[config.mk]
export PLATFORM = sky130hd
export DESIGN_NAME = keypad_scanner
export DESIGN_NICKNAME = d
export VERILOG_FILES = /design/src/rtl/keypad_pkg.sv /design/src/rtl/keypad_scanner_scan_tick_gen.sv /design/src/rtl/keypad_scanner.sv
export SDC_FILE = /design/constraint.sdc
export NUM_CORES = 1
export LEC_CHECK = 0
export CAP_MARGIN = 0
export CORE_MARGIN = 2
export CORE_UTILIZATION = 56
export CTS_CLUSTER_DIAMETER = 30
export DETAILED_ROUTE_END_ITERATION = 6
export PLACE_DENSITY_LB_ADDON = 0.15
export SETUP_SLACK_MARGIN = 0.3
export SLEW_MARGIN = 0
export SYNTH_ARGS = -nofsm -noshare
export SYNTH_HDL_FRONTEND = slang
export SYNTH_SLANG_ARGS = --single-unit
[constraint.sdc]
create_clock -name clk -period 3 [get_ports clk]
set_input_delay 0.6 -clock clk [delete_from_list [all_inputs] [get_ports clk]]
set_output_delay 0.6 -clock clk [all_outputs]
set_load 0.01 [all_outputs]
[src/rtl/keypad_pkg.sv]
// Shared types, constants and the column decoder for the 4x4 keypad scanner.
package keypad_pkg;

    localparam int unsigned ROWS  = 4;
    localparam int unsigned COLS  = 4;
    localparam int unsigned ROW_W = 2;
    localparam int unsigned COL_W = 2;

    localparam logic [COLS-1:0] COLS_IDLE = 4'b1111;

    typedef enum logic [1:0] {
        SCAN     = 2'd0,
        DEBOUNCE = 2'd1,
        HELD     = 2'd2
    } state_t;

    typedef struct packed {
        logic             single;
        logic [COL_W-1:0] idx;
    } col_dec_t;

    typedef struct packed {
        logic [ROW_W-1:0] row;
        logic [COL_W-1:0] col;
    } key_t;

    // Exactly one low column is a key; none or several (ghosting) is no key.
    function automatic col_dec_t col_decode(input logic [COLS-1:0] col);
        col_dec_t d;
        d = '{single: 1'b0, idx: '0};
        case (col)
            4'b1110: d = '{single: 1'b1, idx: 2'd0};
            4'b1101: d = '{single: 1'b1, idx: 2'd1};
            4'b1011: d = '{single: 1'b1, idx: 2'd2};
            4'b0111: d = '{single: 1'b1, idx: 2'd3};
            default: d = '{single: 1'b0, idx: '0};
        endcase
        return d;
    endfunction

endpackage

[src/rtl/keypad_scanner_scan_tick_gen.sv]
// Free-running row-dwell divider; tick is high while the count sits at SCAN_DIV-1.
module scan_tick_gen #(
    parameter int unsigned SCAN_DIV = 50000
) (
    input  logic clk,
    input  logic clr,
    output logic tick
);

    localparam int unsigned CNT_W = (SCAN_DIV > 1) ? $clog2(SCAN_DIV) : 1;

    logic [CNT_W-1:0] cnt_q;

    // tick is registered one count early so it coincides with the terminal count
    always_ff @(posedge clk or posedge clr) begin
        if (clr) begin
            cnt_q <= '0;
            tick  <= 1'b0;
        end else begin
            if (cnt_q == CNT_W'(SCAN_DIV - 1)) begin
                cnt_q <= '0;
            end else begin
                cnt_q <= cnt_q + CNT_W'(1);
            end
            tick <= (cnt_q == CNT_W'(SCAN_DIV - 2));
        end
    end

endmodule

[src/rtl/keypad_scanner.sv]
// 4x4 matrix keypad scanner: row drive, column synchroniser, press/release debounce
// and registered key code with a one-cycle valid strobe.
module keypad_scanner
    import keypad_pkg::*;
#(
    parameter int unsigned SCAN_DIV     = 50000,
    parameter int unsigned DEBOUNCE_CNT = 4
) (
    input  logic            clk,
    input  logic            clr,
    input  logic [COLS-1:0] col_in,
    output logic [ROWS-1:0] row_out,
    output logic [3:0]      key_code,
    output logic            key_valid,
    output logic            key_held
);

    localparam int unsigned CNT_W = $clog2(DEBOUNCE_CNT + 1);

    logic             tick;
    logic [COLS-1:0]  col_meta;
    logic [COLS-1:0]  col_s;
    col_dec_t         dec;

    state_t           state_q,    state_d;
    logic [ROW_W-1:0] row_idx_q,  row_idx_d;
    logic [COL_W-1:0] cand_q,     cand_d;
    logic [CNT_W-1:0] cnt_q,      cnt_d;
    logic [CNT_W-1:0] cnt_inc;
    logic [ROWS-1:0]  row_out_d;
    logic [3:0]       key_code_d;
    logic             key_valid_d;
    logic             key_held_d;
    logic             accept;
    key_t             key_new;

    scan_tick_gen #(
        .SCAN_DIV (SCAN_DIV)
    ) u_tick (
        .clk  (clk),
        .clr  (clr),
        .tick (tick)
    );

    // Column lines are asynchronous to clk.
    always_ff @(posedge clk or posedge clr) begin
        if (clr) begin
            col_meta <= COLS_IDLE;
            col_s    <= COLS_IDLE;
        end else begin
            col_meta <= col_in;
            col_s    <= col_meta;
        end
    end

    assign dec     = col_decode(col_s);
    assign cnt_inc = cnt_q + CNT_W'(1);

    always_ff @(posedge clk or posedge clr) begin
        if (clr) begin
            state_q   <= SCAN;
            row_idx_q <= '0;
            cand_q    <= '0;
            cnt_q     <= '0;
            row_out   <= 4'b1110;
            key_code  <= 4'h0;
            key_valid <= 1'b0;
            key_held  <= 1'b0;
        end else begin
            state_q   <= state_d;
            row_idx_q <= row_idx_d;
            cand_q    <= cand_d;
            cnt_q     <= cnt_d;
            row_out   <= row_out_d;
            key_code  <= key_code_d;
            key_valid <= key_valid_d;
            key_held  <= key_held_d;
        end
    end

    always_comb begin
        state_d     = state_q;
        row_idx_d   = row_idx_q;
        cand_d      = cand_q;
        cnt_d       = cnt_q;
        key_code_d  = key_code;
        key_valid_d = 1'b0;
        key_held_d  = key_held;
        accept      = 1'b0;
        key_new     = '{row: row_idx_q, col: cand_q};

        if (tick) begin
            case (state_q)
                SCAN: begin
                    if (dec.single) begin
                        cand_d = dec.idx;
                        cnt_d  = CNT_W'(1);
                        if (DEBOUNCE_CNT == 1) begin
                            accept = 1'b1;
                        end else begin
                            state_d = DEBOUNCE;
                        end
                    end else begin
                        row_idx_d = row_idx_q + ROW_W'(1);
                    end
                end
                DEBOUNCE: begin
                    if (dec.single && (dec.idx == cand_q)) begin
                        cnt_d = cnt_inc;
                        if (cnt_inc == CNT_W'(DEBOUNCE_CNT)) begin
                            accept = 1'b1;
                        end
                    end else begin
                        cnt_d     = '0;
                        row_idx_d = row_idx_q + ROW_W'(1);
                        state_d   = SCAN;
                    end
                end
                HELD: begin
                    // Any low column restarts the release count; no new key is reported here.
                    if (col_s == COLS_IDLE) begin
                        cnt_d = cnt_inc;
                        if (cnt_inc == CNT_W'(DEBOUNCE_CNT)) begin
                            key_held_d = 1'b0;
                            cnt_d      = '0;
                            row_idx_d  = row_idx_q + ROW_W'(1);
                            state_d    = SCAN;
                        end
                    end else begin
                        cnt_d = '0;
                    end
                end
                default: begin
                    state_d = SCAN;
                end
            endcase
        end

        if (accept) begin
            key_new     = '{row: row_idx_q, col: cand_d};
            key_code_d  = key_new;
            key_valid_d = 1'b1;
            key_held_d  = 1'b1;
            cnt_d       = '0;
            state_d     = HELD;
        end

        row_out_d = ~(ROWS'(1) << row_idx_d);
    end

endmodule

==> results.json <==
{
  "status": "completed",
  "finalSetupViolCount": 0,
  "syn_inst": 208,
  "path_cells": "and4b_1 > a211oi_2 > nand2_1 > a31oi_1 > nor2_1 > a211o_1",
  "ant_nets": 0,
  "synth_flop_cell": "dfrtp_1",
  "critPathTopFamily": "compound AO/OA/AOI/OAI gates",
  "core_area_mm2": 0.00372,
  "first_global_vias": 1525,
  "crit_path_end_kind": "register",
  "place_congestion": 0.812,
  "slew_headroom": 0.641,
  "n_antenna_cell": 0,
  "drv_slew": 0,
  "synthMostInstantiatedCell": "dfrtp_1",
  "rrSetupSlack_ps": 800,
  "port_buffers": 15,
  "final_util": 0.666,
  "path_class": "register to register",
  "num_rows": 22,
  "cts_sinks": 44,
  "vias": 1554,
  "slowest_delay_ps": 610,
  "grt.overflow.total": 0,
  "insertion_delay_ps": 290,
  "die_h_um": 66.6,
  "gr-usage-met3": 0.0456,
  "place_area_mm2": 0.00238,
  "worst_ep_required_time_ps": 3230,
  "hold_class": "register to register",
  "yosysWarnings": 0,
  "slowest_stage": "dfstp_2",
  "skew_ps": 7.89,
  "grt_pass1_wl_mm": 6.83,
  "cts_buffer_depth": 2,
  "synth_top_area_share": 0.376,
  "rsz0062_at_grt": "no",
  "dp_slack_ps": 834,
  "path_buf_inv": 0,
  "syn_avg_cell_area_um2": 10.6,
  "finalCriticalPeriod_ps": 2200,
  "cts_buffers": 5,
  "gr-max-usage-layer": "met2",
  "cp_data_arrival_time_ps": 2430,
  "setup_ws_ps": 800,
  "clockRootBuffer": "clkbuf_8",
  "cts_tree": "yes",
  "stdcell_area_mm2": 0.00247,
  "drt_wl_total_mm": 4.00,
  "area_growth_pct": 12.6,
  "maxCapViolations": 0,
  "synth.top_cells.by_count": "33 x dfrtp_1, 28 x nand2_1, 22 x nor2_1",
  "synthArstFlopShare": 1.00,
  "p_per_area_mw_per_mm2": 415,
  "initial_core_util": 0.591,
  "critPathLaunchType": "register",
  "drc": 0,
  "htree_levels": 2,
  "drtPass1Iterations": 7,
  "synth_area_mm2": 0.00220,
  "tns_ps": 0,
  "critPathMaxFanout": 10,
  "layout-drive-gt1-share": 0.141,
  "met1_usage": 0.258,
  "drtIter0Drc": 113,
  "grtUsageTotal": 0.207,
  "nNetsFinal": 240,
  "synth_top_area_cell": "dfrtp_1",
  "fin_crit_sh": 0.733,
  "peakVddDrop_mv": 0.314,
  "worst_pin_slew_ps": 537,
  "yosys-top-cells-area": "dfrtp_1 38%, dfstp_2 13%, nand2_1 4.8%, ha_1 4.6%, nor2_1 3.8%",
  "antenna_found_initial": 0,
  "cts_hold_buf": 0,
  "total_power_mw": 1.03,
  "synth_cell_type_count": 54,
  "chipWidth_um": 66.6,
  "dp_hpwl_mm": 2.98,
  "syn_nets": 222,
  "ios": 16,
  "ctsResizeCount": 0,
  "post_drt_wl_per_cell_um": 14.5,
  "ys_ff_latch": 44,
  "grt.met2_usage": 0.363,
  "clk_pin_slew_worst_paths_ps": 80,
  "seq_area_frac_synth": 0.508,
  "die-area_mm2": 0.00444,
  "postCtsSetupBuffers": 0,
  "leakagePower_nw": 1.15,
  "fmax_ghz": 0.454,
  "grt_start_max_net_pins": 45,
  "vias_per_cell": 5.65,
  "synth_edf_count": 0,
  "hold_violations": 0
}
[final timing paths]
path | startpoint | to | cells after the start
worst max-delay path | col_s[1]$_DFF_PP1_ | row_out[1]$_DFF_PP1_ | 6
worst min-delay path | col_meta[0]$_DFF_PP1_ | col_s[0]$_DFF_PP1_ | 0
worst max register to register | col_s[1]$_DFF_PP1_ | row_out[1]$_DFF_PP1_ | 6
worst min register to register | col_meta[0]$_DFF_PP1_ | col_s[0]$_DFF_PP1_ | 0
max in group asynchronous | clr | col_s[3]$_DFF_PP1_ | 3
min in group asynchronous | clr | u_tick.cnt_q[0]$_DFF_PP0_ | 3
[metrics by stage]
stage | hold WS (ps) | std cells
floorplan | 345 | 208
global placement | 348 | 267
detailed placement | 350 | 267
CTS | 365 | 275
global route | 371 | 275
finish | 360 | 275
[routing by layer]
metal / share of wire / wire (µm) / up-vias
met5: 0 / 0 / -
met4: 0.0060 / 24 / 0
met3: 0.030 / 121 / 2
met2: 0.53 / 2140 / 26
met1: 0.43 / 1710 / 767
li1: - / - / 759
[layout by cell type, fill, tap and decap left out, types with 5 or more instances in the layout]
master and instances:
inv_1 7, ha_1 8, clkbuf_8 6, dfrtp_1 33, clkdlybuf4s50_1 15, nor2_1 22, xnor2_1 7, nand2_1 28
nand3_1 11, xor2_1 8, dfstp_2 11, nand4_1 5, a21oi_1 9
[state kept, by name, indices dropped and copies added (netlist names), 3 cells and up]
register      flops
col_s             4
col_meta          4
u_tick.cnt_q     16
row_out           4
key_code          4
cnt_q             3
[cell families after synthesis]
logic type	after synthesis	share of synthesized area
AOI/OAI and AO/OA	35	0.125
xor gates and xnor gates	15	0.0598
adders and majority gates	8	0.0456
buffers and inverters	13	0.0308
DFF	44	0.508
muxes	3	0.0165
and+or+nand+nor	90	0.215
[final cells by class]
type / count / area, µm²
clock inverter: 2 / 10.0
fill: 308 / 1240
inverter: 8 / 35.0
tap: 48 / 60.1
multi-input combinational: 151 / 1010
clock buffer: 6 / 82.6
timing repair buffer: 16 / 158
sequential: 44 / 1110
[where the power goes]
part | switching (mW) | internal [mW] | leakage [nW]
Sequential | 0.00774 | 0.603 | 0.562
Clock | 0.194 | 0.184 | 0.0510
Combinational | 0.0225 | 0.0154 | 0.533
[worst reg2reg max path, cell delays in order, from the launching register on]
cell      delay (ps)
dfstp_2          610
and4b_1          220
a211oi_2         320
nand2_1          160
a31oi_1          420
nor2_1           120
a211o_1          290
(Power assumes the default switching activity.)
